**src/rtl/image_filter.sv**
```systemverilog
// Streaming M x N convolution stage: programmable signed kernel, windowed MAC,
// plus an externally supplied partial sum, emitting P results per start.
module image_filter #(
    parameter int M          = 3,
    parameter int N          = 3,
    parameter int P          = 1,
    parameter int DATA_WIDTH = 8
) (
    input  logic                      clk,
    input  logic                      rst,
    input  logic                      start,
    input  logic [DATA_WIDTH-1:0]     kernel_in,
    input  logic [$clog2(M*N)-1:0]    kernel_addr,
    input  logic                      kernel_wen,
    input  logic [DATA_WIDTH-1:0]     pixel_in,
    input  logic                      pixel_valid,
    input  logic [2*DATA_WIDTH-1:0]   matrix_result,
    input  logic                      matrix_valid,
    output logic [2*DATA_WIDTH-1:0]   filter_out,
    output logic                      filter_valid,
    output logic                      filter_done,
    output logic [2:0]                fsm_state
);

    // Handshake: pixel_in/matrix_result are taken on any rising edge where
    // their valid is high in an accepting state; there is no ready/backpressure.

    localparam int              NUM   = M * N;
    localparam int              AW    = $clog2(NUM);
    localparam int              CW    = $clog2(P + 1);
    localparam logic [31:0]     NUM_U = 32'(NUM);
    localparam logic [AW-1:0]   LAST  = AW'(NUM - 1);
    localparam logic [CW-1:0]   P_CNT = CW'(P);
    localparam int              DW    = DATA_WIDTH;

    typedef enum logic [2:0] {
        S_IDLE     = 3'd0,
        S_LOAD     = 3'd1,
        S_MAC      = 3'd2,
        S_WAIT_EXT = 3'd3,
        S_EMIT     = 3'd4,
        S_DONE     = 3'd5
    } state_t;

    state_t state, state_next;

    logic signed [DW-1:0] kernel [NUM];
    logic signed [DW-1:0] window [NUM];
    logic [AW-1:0]        idx;
    logic [CW-1:0]        count;
    logic [2*DW-1:0]      acc;
    logic [2*DW-1:0]      ext_val;
    logic                 ext_flag;

    logic signed [2*DW-1:0] k_ext, w_ext, prod;
    logic                   idle_like;
    logic                   ext_accept;

    assign fsm_state  = state;
    assign idle_like  = (state == S_IDLE) || (state == S_DONE);
    assign ext_accept = (state == S_LOAD) || (state == S_MAC) || (state == S_WAIT_EXT);

    // Explicit sign extension keeps the product a full-width signed multiply.
    assign k_ext = {{DW{kernel[idx][DW-1]}}, kernel[idx]};
    assign w_ext = {{DW{window[idx][DW-1]}}, window[idx]};
    assign prod  = k_ext * w_ext;

    always_ff @(posedge clk) begin
        if (rst) state <= S_IDLE;
        else     state <= state_next;
    end

    always_comb begin
        state_next = state;
        case (state)
            S_IDLE, S_DONE: if (start) state_next = S_LOAD;
            S_LOAD:         if (pixel_valid && (idx == LAST)) state_next = S_MAC;
            S_MAC:          if (idx == LAST) state_next = S_WAIT_EXT;
            S_WAIT_EXT:     if (ext_flag) state_next = S_EMIT;
            S_EMIT:         state_next = (count == P_CNT) ? S_DONE : S_LOAD;
            default:        state_next = S_IDLE;
        endcase
    end

    always_ff @(posedge clk) begin
        if (rst) begin
            for (int i = 0; i < NUM; i++) begin
                kernel[i] <= '0;
                window[i] <= '0;
            end
            idx          <= '0;
            count        <= '0;
            acc          <= '0;
            ext_val      <= '0;
            ext_flag     <= 1'b0;
            filter_out   <= '0;
            filter_valid <= 1'b0;
            filter_done  <= 1'b0;
        end else begin
            filter_valid <= 1'b0;

            if (idle_like && kernel_wen && (32'(kernel_addr) < NUM_U))
                kernel[kernel_addr] <= kernel_in;

            // A later pulse overwrites an unconsumed one; consumption below wins.
            if (ext_accept && matrix_valid) begin
                ext_val  <= matrix_result;
                ext_flag <= 1'b1;
            end

            case (state)
                S_IDLE, S_DONE: begin
                    if (start) begin
                        count       <= '0;
                        idx         <= '0;
                        filter_done <= 1'b0;
                        ext_flag    <= 1'b0;
                    end
                end
                S_LOAD: begin
                    if (pixel_valid) begin
                        window[idx] <= pixel_in;
                        if (idx == LAST) begin
                            idx <= '0;
                            acc <= '0;
                        end else begin
                            idx <= idx + 1'b1;
                        end
                    end
                end
                S_MAC: begin
                    acc <= acc + prod;
                    idx <= (idx == LAST) ? '0 : idx + 1'b1;
                end
                S_WAIT_EXT: begin
                    if (ext_flag) begin
                        filter_out   <= acc + ext_val;
                        filter_valid <= 1'b1;
                        ext_flag     <= 1'b0;
                        count        <= count + 1'b1;
                    end
                end
                S_EMIT: begin
                    if (count == P_CNT) filter_done <= 1'b1;
                end
                default: ;
            endcase
        end
    end

endmodule

```
**config.mk**
```make
export PLATFORM = sky130hd
export DESIGN_NAME = image_filter
export DESIGN_NICKNAME = d
export VERILOG_FILES = /design/src/rtl/image_filter.sv
export SDC_FILE = /design/constraint.sdc
export NUM_CORES = 1
export LEC_CHECK = 0
export CAP_MARGIN = 5
export CORE_MARGIN = 2
export CORE_UTILIZATION = 50
export DETAILED_ROUTE_END_ITERATION = 7
export GPL_TIMING_DRIVEN = 0
export PLACE_DENSITY = 0.7
export SLEW_MARGIN = 20
export SYNTH_ARGS = -nofsm -noshare
export SYNTH_HDL_FRONTEND = slang
export SYNTH_SLANG_ARGS = --single-unit
```
**constraint.sdc**
```tcl
create_clock -name clk -period 5.6 [get_ports clk]
set_input_delay 0.56 -clock clk [delete_from_list [all_inputs] [get_ports clk]]
set_output_delay 0.56 -clock clk [all_outputs]
set_load 0.02 [all_outputs]
```
# Word-level counts from Yosys, hierarchy flattened
# Memories as Yosys holds them, arrays and structs flattened. A register that Yosys moved wholly into a read port is not among the register bits.
# Cells that the tools add are included.
[word_totals]
out_inout_bits = 21
n_memories = 2
in_bits = 42
register_bits = 59
wordCells = 95
romBits = 0
latch_bits = 0
mem_bits_rw = 144
[classes]
div = 0
bitwise_logic = 1
n_mux = 42
add_sub_neg = 4
shifts = 0
reduce_logical = 22
eq_ne = 13
multipliers = 1
magnitude_cmp = 1
[mem_list]
columns = ["memory", "words", "width", "rd", "rd_clocked_by_memory_dff", "wr", "line", "text"]
rows = [
  ["kernel", 9, 8, 1, 1, 9, "47", "logic signed [DW-1:0] kernel [NUM];"],
  ["window", 9, 8, 1, 1, 9, "48", "logic signed [DW-1:0] window [NUM];"],
]
[op_table]
columns = ["op", "count"]
rows = [
  ["4-bit 2-to-1 mux", 9],
  ["16-bit adder", 2],
  ["16-bit 2-to-1 mux", 2],
  ["16-bit case mux with 2 select lines", 1],
  ["1-bit 2-to-1 mux", 18],
  ["8-bit by 8-bit multiplier with 16-bit output", 1],
  ["8-bit 2-to-1 mux", 2],
  ["8-bit OR reduction", 2],
  ["3-bit 2-to-1 mux", 5],
  ["3-bit case mux with 5 select lines", 1],
  ["4-bit case mux with 3 select lines", 1],
  ["3-bit AND reduction", 4],
  ["2-bit != test, second input constant", 4],
  ["3-bit by 2-bit == test with 1-bit output, second input constant", 2],
  ["3-bit == test, second input constant", 2],
  ["2-bit by 1-bit != test with 1-bit output, second input constant", 3],
  ["1-bit case mux with 2 select lines", 3],
  ["2-bit nonzero test", 3],
  ["4-bit by 1-bit adder with 4-bit output, second input constant", 1],
  ["4-bit == test, second input constant", 1],
  ["1-bit logical AND", 4],
  ["4-bit less-than comparator, second input constant", 1],
  ["4-bit AND reduction", 1],
  ["2-bit OR reduction", 2],
  ["7 further kinds", 9],
]

# Logic depth before layout (Yosys ltp)
# Gate-level depths: netlist of the first run.
[depth]
depth_word = 9
depth_mapped = 23
mapped_depth_nobuf = 20

# Worst setup path before layout of the first run
# No wires, ideal clock.
[synth_timing]
kind = "flip-flop to flip-flop"
start = "reg (tool-made name)"
end = "reg acc[15]"
setup_slack_ns = -0.565
setup_time_ns = 0.087
path_stages_with_launch = 20
period_less_slack_ns = 6.165
path_buffers = 2
arrival_time_ns = 6.078
required_ns = 5.513
path_cell_list = "dfxtp_1 -> buf_6 -> buf_2 -> mux4_2 -> mux4_2 -> and2_1 -> fa_1 -> inv_1 -> fa_1 -> inv_1 -> fa_1 -> fa_1 -> fa_1 -> ha_1 -> or4_1 -> o21a_1 -> a41oi_1 -> a21oi_1 -> xnor2_1 -> o31ai_1"
[synth_rtl]
columns = ["item", "line", "text"]
rows = [
  ["to (signal assigned)", "132", "acc <= acc + prod;"],
  ["to (decl)", "51", "logic [2*DW-1:0] acc;"],
]

==> results_tabular.tex, run 1 <==
\begin{tabular}{lr}
\hline
Metric & Value \\
\hline
\multicolumn{2}{l}{\textbf{Die}} \\
\quad Floorplan core area & about 33000 sq um \\
\quad Total number of placement rows & 66 \\
\quad Horizontal extent of the die & $\sim$190 um \\
\quad Die outline height & $\sim$190 um \\
\quad Full die area & $\sim$35000 sq um \\
\quad Number of ports placed on the die boundary & 63 \\
\quad Effective utilization at floorplan & 0.511 \\
\multicolumn{2}{l}{\textbf{Worst setup path}} \\
\quad Worst r2r dst & acc[14] \\
\quad Family with the most delay on the worst path & adder cells \\
\quad Max incr delay on CP & between 500 and 600 ps \\
\quad Chain of cells forming the critical path & buf\_12, buf\_12, buf\_12, mux4\_2, mux4\_2, and2\_4, fa\_1, inv\_1, fa\_1, inv\_2, fa\_1, fa\_1, fa\_2, ha\_4, o21ai\_4, a21oi\_4, o311ai\_4, a21oi\_2, o211a\_1, a311o\_1 \\
\quad Number of cells on the worst reg-to-reg path & 20 \\
\quad Capturing instance or port of the critical path & acc[14] \\
\quad Worst Setup End Kind & flop \\
\quad Element type at the critical path start & flop \\
\quad Kind of critical path & reg2reg \\
\quad Cell depth of the worst setup path & 20 \\
\quad Most frequent cell on the critical path & sky130\_fd\_sc\_hd\_\_fa\_1 \\
\quad Critical Path Fanout Max & 5 \\
\quad Arrival @ worst endpoint & 6540 ps \\
\quad Critical path buffer and inverter count & 5 \\
\quad Minimum setup slack among reg-to-reg paths & -530 ps \\
\quad Data required time of the critical path & approximately 6000 ps \\
\quad Cell with the biggest individual delay on the critical path & sky130\_fd\_sc\_hd\_\_mux4\_2 \\
\multicolumn{2}{l}{\textbf{Detailed routing}} \\
\quad Sum of met3 wire segment lengths after detailed routing & $\sim$2.2 mm \\
\quad Metal-1 WL & roughly 16 mm \\
\quad Antenna violation net count after detailed routing & 0 \\
\quad Top Metal Used & met4 \\
\quad Routed via count & 10500 \\
\quad Vias per Instance & around 5.5 \\
\quad First DRT Iteration DRCs & around 840 \\
\quad Detailed-routing iteration count for the pre-antenna-repair pass & 5 \\
\quad Final routed wirelength across all metal layers & approximately 38 mm \\
\quad Mean routed wirelength per cell & roughly 20 um \\
\quad Routed wl met2 & 19.2 mm \\
\quad DRC & 0 \\
\multicolumn{2}{l}{\textbf{Logic synthesis}} \\
\quad Cell taking the most area after synthesis & sky130\_fd\_sc\_hd\_\_edfxtp\_1 \\
\quad Netlist Area Pre-Place & 16700 sq um \\
\quad Flip-flop cell with the highest count after synthesis & sky130\_fd\_sc\_hd\_\_edfxtp\_1 \\
\quad Sequential area share after synthesis & 0.535 \\
\quad Number of enable flip-flop cells after synthesis & between 200 and 300 \\
\quad Yosys warnings & 0 \\
\quad Count of mapped cells out of synthesis & between 1000 and 1500 \\
\quad Top cell type's share of synthesized area & 0.460 \\
\quad Ys async rst share & 0 \\
\quad Unique masters post-synth & 64 \\
\quad Ranking of synthesized cells by area & sky130\_fd\_sc\_hd\_\_edfxtp\_1 46\%, sky130\_fd\_sc\_hd\_\_mux4\_2 11\%, sky130\_fd\_sc\_hd\_\_fa\_1 8.6\% \\
\quad Post-synthesis register bit count & $\sim$320 \\
\quad Mean post-synth cell area & around 14 sq um \\
\multicolumn{2}{l}{\textbf{Outcome}} \\
\quad Violated checks & negative setup slack \\
\quad Outcome & finished, violations left \\
\multicolumn{2}{l}{\textbf{Clocking}} \\
\quad Clock root buffer & sky130\_fd\_sc\_hd\_\_clkbuf\_16 \\
\quad H-tree depth & 2 \\
\quad Clock-pin slew on the worst setup and hold paths & 60 ps \\
\quad Number of buffers created by CTS & 35 \\
\quad Count of hold buffers inserted by post-cts repair & 0 \\
\quad Number of clock sinks & between 300 and 400 \\
\quad Bufs on Longest Clock Path & 3 \\
\quad TritonCTS clock tree & built \\
\quad Clock network latency to the later pin of the worst-skew pair & 540 ps \\
\multicolumn{2}{l}{\textbf{STA}} \\
\quad Worst setup slack after layout & -530 ps \\
\quad Final Setup Violations & 8 \\
\quad Setup repair after global routing missed its margin & yes \\
\quad Aggregate negative setup slack & -3040 ps \\
\quad Slew Limit Headroom & 0.304 \\
\quad Worst-case clock skew & between 20 and 25 ps \\
\quad Worst-margin pin slew & 1040 ps \\
\quad Fin crit period & 6130 ps \\
\quad Upper clock frequency limit & 163 MHz \\
\quad Max Transition Viols Final & 0 \\
\quad Total count of hold-check failures in the final report & 0 \\
\quad Post-route clock period utilization & 1.09 \\
\multicolumn{2}{l}{\textbf{Layout}} \\
\quad Area occupied by multi-input gates & about 7600 sq um \\
\quad Area taken by flip-flops and latches & $\sim$9000 sq um \\
\quad Commonest non-fill, non-tap cell in the layout & sky130\_fd\_sc\_hd\_\_edfxtp\_1 \\
\quad Ant. Diodes & 0 \\
\quad Number of nets in the finished design & $\sim$1600 \\
\quad Commonest non-fill, non-tap cells in the layout & 256 x sky130\_fd\_sc\_hd\_\_edfxtp\_1, 172 x sky130\_fd\_sc\_hd\_\_and2\_1, 89 x sky130\_fd\_sc\_hd\_\_nand2\_1 \\
\quad Layout cells sized above 1 & 0.168 \\
\quad Layout fillers & 2556 \\
\quad Area overhead of the layout relative to synthesis & 19.4\% \\
\multicolumn{2}{l}{\textbf{Placed design}} \\
\quad Port bufs & just over 60 \\
\quad Weighted congestion reported at the end of routability-driven placement & 0.822 \\
\quad Placement Setup Slack & -1170 ps \\
\quad Half-perimeter wire length of the detailed placement result & 26.1 mm \\
\multicolumn{2}{l}{\textbf{Global routing}} \\
\quad Pin count of the biggest net entering global routing & 17 \\
\quad Final global-route overflow total & 0 \\
\quad Number of antenna violations at the first check in global routing & 0 \\
\quad Wire length of the first global-routing pass & between 60 and 70 mm \\
\quad Total routing resource utilization after global routing & 0.224 \\
\quad Vias in the first global route & approximately 11000 \\
\multicolumn{2}{l}{\textbf{Hold path}} \\
\quad Min-Delay Startpoint & ext\_val[9] \\
\quad Min-Delay Path Class & reg2reg \\
\quad Number of cells on the worst hold path & 2 \\
\multicolumn{2}{l}{\textbf{Power}} \\
\quad Maximum ir drop on the vdd rail & 0.246 mV \\
\quad Pwr/cell area & around 320 nW/um\^{}2 \\
\quad Leakage Power & 7.64 nW \\
\multicolumn{2}{l}{\textbf{Job}} \\
\quad Count of max-cap constraint violations & 0 \\
\hline
\end{tabular}
## through the flow
step	util	cell area (sq um)	instances	hold WS [ps]	power, W
2_1_floorplan	-	17000	1286	440	0.00380
5_1_grt	0.611	20000	1898	473	0.00678
4_1_cts	0.602	19700	1886	457	0.00637
3_3_place_gp	0.555	18200	1790	441	0.00412
3_5_place_dp	0.556	18200	1791	449	0.00415
6_report	0.611	20000	1898	455	0.00648
## cells by family after synthesis
logic type | count (synthesis) | synth area share
compound gates | 141 | 0.0543
other cells | 1 | 0.000224
flops | 319 | 0.535
buf+inv | 126 | 0.0318
simple gates | 405 | 0.127
xor+xnor | 28 | 0.0147
mux | 83 | 0.109
fa+ha+maj | 128 | 0.128
## layer usage
metal | global-route usage | vias up
li1 | - | 4784
met1 | 0.299 | 5374
met2 | 0.380 | 302
met3 | 0.0392 | 61
met4 | 0.0598 | 0
met5 | 0 | -
## power breakdown
group	switching [W]	internal, W	total [W]
clock	0.000925	0.00116	0.00209
sequential	0.0000264	0.00264	0.00267
combinational	0.000891	0.000831	0.00172
total	0.00184	0.00464	0.00648
## worst min-delay path, stage by stage, from the launching register on
cell and delay, ps:
sky130_fd_sc_hd__dfxtp_1 310, sky130_fd_sc_hd__nand2_1 50, sky130_fd_sc_hd__a21oi_1 50
## repair_timing
item,4_1_cts,5_1_grt
gates resized for setup,49,24
pin swaps,22,12
setup endpoints to repair,11,10
gates cloned,2,3
endpoints found under the hold margin,0,0
setup buffers,35,11
## worst min path at each step
stage / slack [ps] / endpoint
floorplan: 440 / ext_val[0]
detailed placement: 450 / filter_out[10]
global placement: 440 / filter_out[6]
CTS: 460 / filter_out[10]
global route: 470 / filter_out[10]
finish: 450 / ext_val[9]
## area by class of cell
type                            instances  area share
Buffer                                 38      0.0162
Inverter                               86      0.0162
Tap cell                              442      0.0277
Multi-Input combinational cell        841       0.382
Clock inverter                         15     0.00570
Clock buffer                           44      0.0456
Sequential cell                       319       0.448
Timing Repair Buffer                  113      0.0581
## state kept, by name, indices dropped and copies added, names as in the netlist, named ones only
name / count
acc: 16
count: 1
ext_flag: 1
ext_val: 16
filter_done: 1
filter_out: 16
filter_valid: 1
fsm_state: 3
idx: 4
kernel: 128
window: 128
## cells in the mapped netlist (6+ instances only)
library cell,count
sky130_fd_sc_hd__edfxtp_1,256
sky130_fd_sc_hd__dfxtp_1,63
sky130_fd_sc_hd__buf_2,6
sky130_fd_sc_hd__nor2b_1,7
sky130_fd_sc_hd__nand2b_1,7
sky130_fd_sc_hd__o21a_1,7
sky130_fd_sc_hd__ha_1,56
sky130_fd_sc_hd__a21o_1,10
sky130_fd_sc_hd__and2_1,177
sky130_fd_sc_hd__xnor2_1,24
sky130_fd_sc_hd__a22oi_1,9
sky130_fd_sc_hd__a211oi_1,9
sky130_fd_sc_hd__nand3_1,10
sky130_fd_sc_hd__or2_2,6
sky130_fd_sc_hd__nor3_1,14
sky130_fd_sc_hd__o21ai_0,20
sky130_fd_sc_hd__fa_1,72
sky130_fd_sc_hd__clkbuf_1,28
sky130_fd_sc_hd__o21ai_1,6
sky130_fd_sc_hd__mux4_2,79
sky130_fd_sc_hd__nor2_1,72
sky130_fd_sc_hd__a21oi_1,46
sky130_fd_sc_hd__nand2_1,89
sky130_fd_sc_hd__inv_1,82
No activity file was read; power rests on OpenSTA's default activity.
==> inputs of run 2 (changes only) <==
Settings changed: CAP_MARGIN 5 to 20, CORE_UTILIZATION 50 to 45, PLACE_DENSITY 0.7 to not set.
==> run 2 against run 1 <==
Effect of this change:
- the flow still finishes with violations (negative setup slack)
- via count shrank 2.4%
- critical path depth grew 1
- power up 2.1%
- largest power group unchanged
- critical path type unchanged
- design area barely moved
- sequential power barely moved
==> results_tabular.tex, run 2 (synthesis results as in run 1) <==
\begin{tabular}{lr}
\hline
Metric & Value \\
\hline
\multicolumn{2}{l}{\textbf{STA}} \\
\quad Upper clock frequency limit & 163 MHz \\
\quad Worst-margin pin slew & roughly 1100 ps \\
\quad Worst-case clock skew & approximately 35 ps \\
\quad Total count of hold-check failures in the final report & 0 \\
\quad Post-route clock period utilization & 1.10 \\
\quad Worst setup slack after layout & -547 ps \\
\quad Final Setup Violations & 8 \\
\quad Setup repair after global routing missed its margin & yes \\
\quad Worst hold slack & approximately 460 ps \\
\quad Slew Limit Headroom & 0.262 \\
\quad Fin crit period & slightly above 6000 ps \\
\quad Max Transition Viols Final & 0 \\
\multicolumn{2}{l}{\textbf{Worst setup path}} \\
\quad Worst Setup End Kind & flop \\
\quad Family with the most delay on the worst path & adder cells \\
\quad Chain of cells forming the critical path & buf\_12, buf\_12, buf\_12, mux4\_2, mux4\_2, and2\_4, fa\_1, inv\_2, fa\_1, inv\_1, fa\_1, fa\_1, fa\_2, ha\_4, or4\_1, o21a\_1, a41oi\_2, buf\_4, xnor2\_1, a22oi\_1, nor2\_1 \\
\quad Critical Path Fanout Max & 5 \\
\quad Most frequent cell on the critical path & sky130\_fd\_sc\_hd\_\_fa\_1 \\
\quad Element type at the critical path start & flop \\
\quad Kind of critical path & reg2reg \\
\quad Data required time of the critical path & about 6000 ps \\
\quad Max incr delay on CP & $\sim$550 ps \\
\quad Critical path buffer and inverter count & 6 \\
\quad Cell with the biggest individual delay on the critical path & sky130\_fd\_sc\_hd\_\_fa\_1 \\
\quad Arrival @ worst endpoint & around 6600 ps \\
\multicolumn{2}{l}{\textbf{Die}} \\
\quad Total number of placement rows & 70 \\
\quad Horizontal extent of the die & a little under 200 um \\
\quad Effective utilization at floorplan & 0.457 \\
\quad Number of ports placed on the die boundary & between 60 and 70 \\
\quad Full die area & $\sim$39000 sq um \\
\quad Floorplan core area & between 30000 and 40000 sq um \\
\quad Die outline height & around 200 um \\
\multicolumn{2}{l}{\textbf{Clocking}} \\
\quad Count of hold buffers inserted by post-cts repair & 0 \\
\quad Clock root buffer & sky130\_fd\_sc\_hd\_\_clkbuf\_16 \\
\quad Clock-pin slew on the worst setup and hold paths & roughly 60 ps \\
\quad Bufs on Longest Clock Path & 3 \\
\quad H-tree depth & 2 \\
\quad Number of clock sinks & 319 \\
\quad TritonCTS clock tree & built \\
\quad Number of buffers created by CTS & 36 \\
\quad Clock network latency to the later pin of the worst-skew pair & approximately 570 ps \\
\multicolumn{2}{l}{\textbf{Layout}} \\
\quad Commonest non-fill, non-tap cell in the layout & sky130\_fd\_sc\_hd\_\_edfxtp\_1 \\
\quad Number of nets in the finished design & 1600 \\
\quad Ant. Diodes & 0 \\
\quad Area taken by flip-flops and latches & around 9000 sq um \\
\quad Registers with the highest flip-flop counts & kernel: 128 flops, window: 128 flops \\
\quad Layout fillers & about 3100 \\
\quad Area occupied by multi-input gates & roughly 7600 sq um \\
\quad Non-filler cells in the finished layout & 1923 \\
\quad Area overhead of the layout relative to synthesis & 19.4\% \\
\quad Layout cells sized above 1 & 0.161 \\
\quad Final non-filler cell area & 20000 sq um \\
\quad Commonest non-fill, non-tap cells in the layout & 256 x sky130\_fd\_sc\_hd\_\_edfxtp\_1, 171 x sky130\_fd\_sc\_hd\_\_and2\_1, 88 x sky130\_fd\_sc\_hd\_\_nand2\_1 \\
\multicolumn{2}{l}{\textbf{Power}} \\
\quad Leakage Power & approximately 7.6 nW \\
\quad Total Power Consumption & between 0.006 and 0.007 W \\
\quad Maximum ir drop on the vdd rail & 0.226 mV \\
\quad Pwr/cell area & 331 nW/um\^{}2 \\
\multicolumn{2}{l}{\textbf{Global routing}} \\
\quad Wire length of the first global-routing pass & about 60 mm \\
\quad Vias in the first global route & between 10000 and 15000 \\
\quad Total routing resource utilization after global routing & 0.212 \\
\quad Final global-route overflow total & 0 \\
\quad Number of antenna violations at the first check in global routing & 1 \\
\quad Pin count of the biggest net entering global routing & 17 \\
\multicolumn{2}{l}{\textbf{Placed design}} \\
\quad Half-perimeter wire length of the detailed placement result & around 28 mm \\
\quad Port bufs & 62 \\
\quad Weighted congestion reported at the end of routability-driven placement & a little over 0.8 \\
\quad Standard cell area after detailed placement & between 15000 and 20000 sq um \\
\quad \# placed instances & roughly 1800 \\
\quad Placement Setup Slack & -1160 ps \\
\multicolumn{2}{l}{\textbf{Outcome}} \\
\quad Outcome & finished, violations left \\
\quad Violated checks & negative setup slack \\
\multicolumn{2}{l}{\textbf{Detailed routing}} \\
\quad Routed via count & slightly above 10000 \\
\quad Antenna violation net count after detailed routing & 0 \\
\quad Vias per Instance & about 5.3 \\
\quad Mean routed wirelength per cell & between 20 and 25 um \\
\quad Detailed-routing iteration count for the pre-antenna-repair pass & 5 \\
\quad First DRT Iteration DRCs & between 500 and 600 \\
\quad Final routed wirelength across all metal layers & between 30 and 40 mm \\
\quad DRC & 0 \\
\multicolumn{2}{l}{\textbf{Hold path}} \\
\quad Min-Delay Path Class & reg2reg \\
\multicolumn{2}{l}{\textbf{Job}} \\
\quad Count of max-cap constraint violations & 0 \\
\hline
\end{tabular}
-- run 2: cell count changes in the layout (fill, tap and decap cells not counted), sizes merged --
| cell | delta |
|---|---|
| bufinv | +2 |
| clkbuf | -3 |
-- run 2: power breakdown --
group,internal [W],leakage (nW),switching (W)
clock,0.00129,0.531,0.000959
combinational,0.000828,4.04,0.000872
sequential,0.00264,3.05,0.0000270
total,0.00476,7.62,0.00186
-- run 2: final timing paths --
kind | from | endpoint | slack, ps | depth (start not counted)
worst max register to register | flop | acc[13] | -550 | 21
worst max-delay path | flop | acc[13] | -550 | 21
worst min register to register | filter_out[10] | filter_out[10] | 460 | 2
worst min-delay path | filter_out[10] | filter_out[10] | 460 | 2
-- run 2: area by class of cell --
class	count	area share
buffer	39	0.0152
clock buffer	46	0.0470
clock inverter	17	0.00858
inverter	86	0.0162
multi-input combinational	841	0.382
sequential	319	0.448
tap	468	0.0293
timing repair buffer	107	0.0536
-- run 2: through the flow --
step	TNS (ps)	util
after floorplan	-964	-
after global placement	-7950	0.497
after detailed placement	-8000	0.498
after CTS	-3140	0.542
after global routing	-4120	0.545
final	-2840	0.545
-- run 2: timing repair --
action	CTS	global route
setup buffers	36	3
pin swaps	9	15
gates cloned	3	0
hold endpoints to repair	0	0
setup endpoints to repair	11	10
resized for setup	48	28
-- run 2: worst register-to-register path: cells and delay by family, from the launching register on --
| family | cells | cell delay (ps) |
|---|---|---|
| adder cells (fa/ha/maj) | 6 | 2630 |
| multiplexers | 2 | 1050 |
| AND/OR/NAND/NOR | 3 | 720 |
| buffers and inverters | 6 | 670 |
| AO/OA/AOI/OAI | 3 | 480 |
| flip-flops | 1 | 390 |
| XOR/XNOR | 1 | 60 |
-- run 2: per-layer routing --
layer  track usage  vias to the layer above  share of wire
li1              -                     4773              -
met2         0.355                      230           0.49
met1         0.282                     5218           0.44
met5             0                        -        0.00033
met4        0.0593                        2          0.020
met3        0.0443                       50          0.049
==> RTL change: new RTL, config.mk and constraints of run 1 <==
Add an input register stage for `matrix_result`, without a reset; this delays it by one clock. The other inputs are not delayed to match.
--- a/src/rtl/image_filter.sv
+++ b/src/rtl/image_filter.sv
@@ -43,2 +43,8 @@
     } state_t;
+
+    logic [2*DATA_WIDTH-1:0] matrix_result_q;
+
+    always_ff @(posedge clk) begin
+        matrix_result_q <= matrix_result;
+    end
 
@@ -106,3 +112,3 @@
             if (ext_accept && matrix_valid) begin
-                ext_val  <= matrix_result;
+                ext_val  <= matrix_result_q;
                 ext_flag <= 1'b1;
Formal check against the unedited RTL: no difference found for any inputs over 10 cycles, from zero or initial values and one cycle with rst high; that may be too few to reach the edited logic, so the function may still have changed.
==> RTL change against run 1 <==
The run still ends with setup timing left. Via count up 1.4%. Global-route usage up 0.054 points. Die area up 3.2%. Final cell count up 3.1%. Power down 3.4%. Area after synthesis up 3.3%. Routed wire length up 2.1%. Design area up 1.9%. Sequential cell count up 16. Worst hold slack worse by 0.019 ns. Critical path depth unchanged. Worst setup slack better by 0.12 ns.
==> RTL change: results (changes against run 1) <==
* Max incr delay on CP at 0.55 ns (-0.02 ns)
* Vias at 10,700 (+1.4%)
* Max-slew headroom at 29.1% (-1.3 points)
* GRT Util Overall at 22.4% (+0.054 points)
* Status: finished, violations left
* Dpl ws at -0.910 ns (+0.258 ns)
* Final setup margin at -0.410 ns (+0.120 ns)
* Synth area leaders: edfxtp_1 (45%), mux4_2 (10%), dfxtp_1 (9.2%)
* Share of layout cells above drive strength 1 at 14.5% (-2.4 points)
* Max VDD drop at 0.244 mV (-0.49%)
* Library cells used by synthesis at 62 (-3.1%)
* DRT iter0 DRCs at 807 (-3.5%)
* # fillers at 2,678 (+4.8%)
* Wire length per cell at 20.1 um (-0.94%)
* TritonCTS buffer count at 37 (+5.7%)
* Gpl congestion at 0.884 (+7.6%)
* First-pass GRT wire length at 60,800 um (+1.3%)
* Dpl cells at 1,857 (+3.7%)
* Worst Hold Path EP: ext_val[3]
* Final hold slack at 0.436 ns (-0.0195 ns)
* Routed WL at 39,300 um (+2.1%)
* Static Leak at 7.75 nW (+1.4%)
* Hold path start: matrix_result_q[3]
* Most frequent cells after synthesis: edfxtp_1 (256), and2_1 (176), nand2_1 (99)
* Share of the synthesized area in the top cell type at 44.5% (-1.5 points)
* Final setup violation count at 9 (+1)
* Sequential area share after synthesis at 53.7% (+0.16 points)
* Hpwl dp at 27,100 um (+3.9%)
* TNS Setup at -2.37 ns (+0.672 ns)
* Final-stage net count at 1,646 (+2.6%)
* Post-synth EDFFs at 256 (unchanged)
* Post-DP Area at 18,700 sq um (+2.9%)
* CP Max Fanout at 8 (+3)
* Failing checks: setup timing
* Primary FF master, synth: edfxtp_1
[RTL change: cell count changes in the layout (fill, tap and decap cells not counted), moves of 5 or more]
cell	run 1	this run
dfxtp_1	61	77
nor2_1	72	62
or2_2	6	1
nand2_1	89	99
or2_1	3	14
nor3_1	11	22
buf_4	39	29
mux2i_1	2	7
clkbuf_1	29	39
xnor2_1	24	16
nand2b_1	6	11
clkinv_2	7	2
[RTL change: power by group]
group          internal (mW)  total, mW  switching [mW]  leakage [nW]
clock                   1.30       2.28           0.982         0.537
combinational          0.548       1.19           0.643          4.03
sequential              2.76       2.79          0.0269          3.19
[RTL change: cells by family (layout without fill, tap and decap cells)]
| logic type | Yosys count | after routing | share of synthesized area, % |
|---|---|---|---|
| other | 1 | 56 | 0.0217 |
| xor gates and xnor gates | 21 | 21 | 1.07 |
| AOI/OAI and AO/OA | 147 | 147 | 5.54 |
| buffers and inverters | 133 | 294 | 3.22 |
| and+or+nand+nor | 433 | 433 | 13.3 |
| muxes | 87 | 87 | 10.8 |
| adders and majority gates | 128 | 128 | 12.4 |
| DFF | 335 | 335 | 53.7 |
[RTL change: layout make-up]
class / count / area (sq um) / area share (%)
Buffer: 44 / 324 / 1.59
Clock buffer: 49 / 992 / 4.88
Clock inverter: 15 / 123 / 0.603
Inverter: 88 / 330 / 1.62
Multi-Input combinational cell: 872 / 7780 / 38.2
Sequential cell: 335 / 9270 / 45.6
Tap cell: 455 / 569 / 2.80
Timing Repair Buffer: 98 / 962 / 4.73
[RTL change: timing repair]
action                                  CTS  global route
pin swaps                                 5             8
hold endpoints to repair                  0             0
setup buffers                            30             5
endpoints found under the setup margin   11             9
resized for setup                        48            18
cloned                                    1             0
[RTL change: metal layers]
metal / up-vias / GRT usage, % / routed length (um)
li1: 4967 / - / -
met4: 0 / 7.25 / 1050
met1: 5347 / 29.4 / 16700
met2: 288 / 38.3 / 19700
met5: - / 0 / 0
met3: 69 / 3.71 / 1870
[RTL change: how the worst max path moves through the flow]
stage / start / endpoint / slack [ns] / depth (start not counted)
after global routing: flop / acc[14] / -0.57 / 20
after CTS: flop / acc[15] / -0.41 / 20
final: flop / acc[14] / -0.41 / 20
after detailed placement: flop / acc[15] / -0.91 / 19
after global placement: flop / acc[15] / -0.86 / 19
after floorplan: flop / acc[15] / -0.1 / 20
[RTL change: worst min-delay path: cells and delay by family (launching register included)]
family,cells,cell delay (ns)
and+or+nand+nor,1,0.05
AOI/OAI and AO/OA,1,0.05
DFF,1,0.29
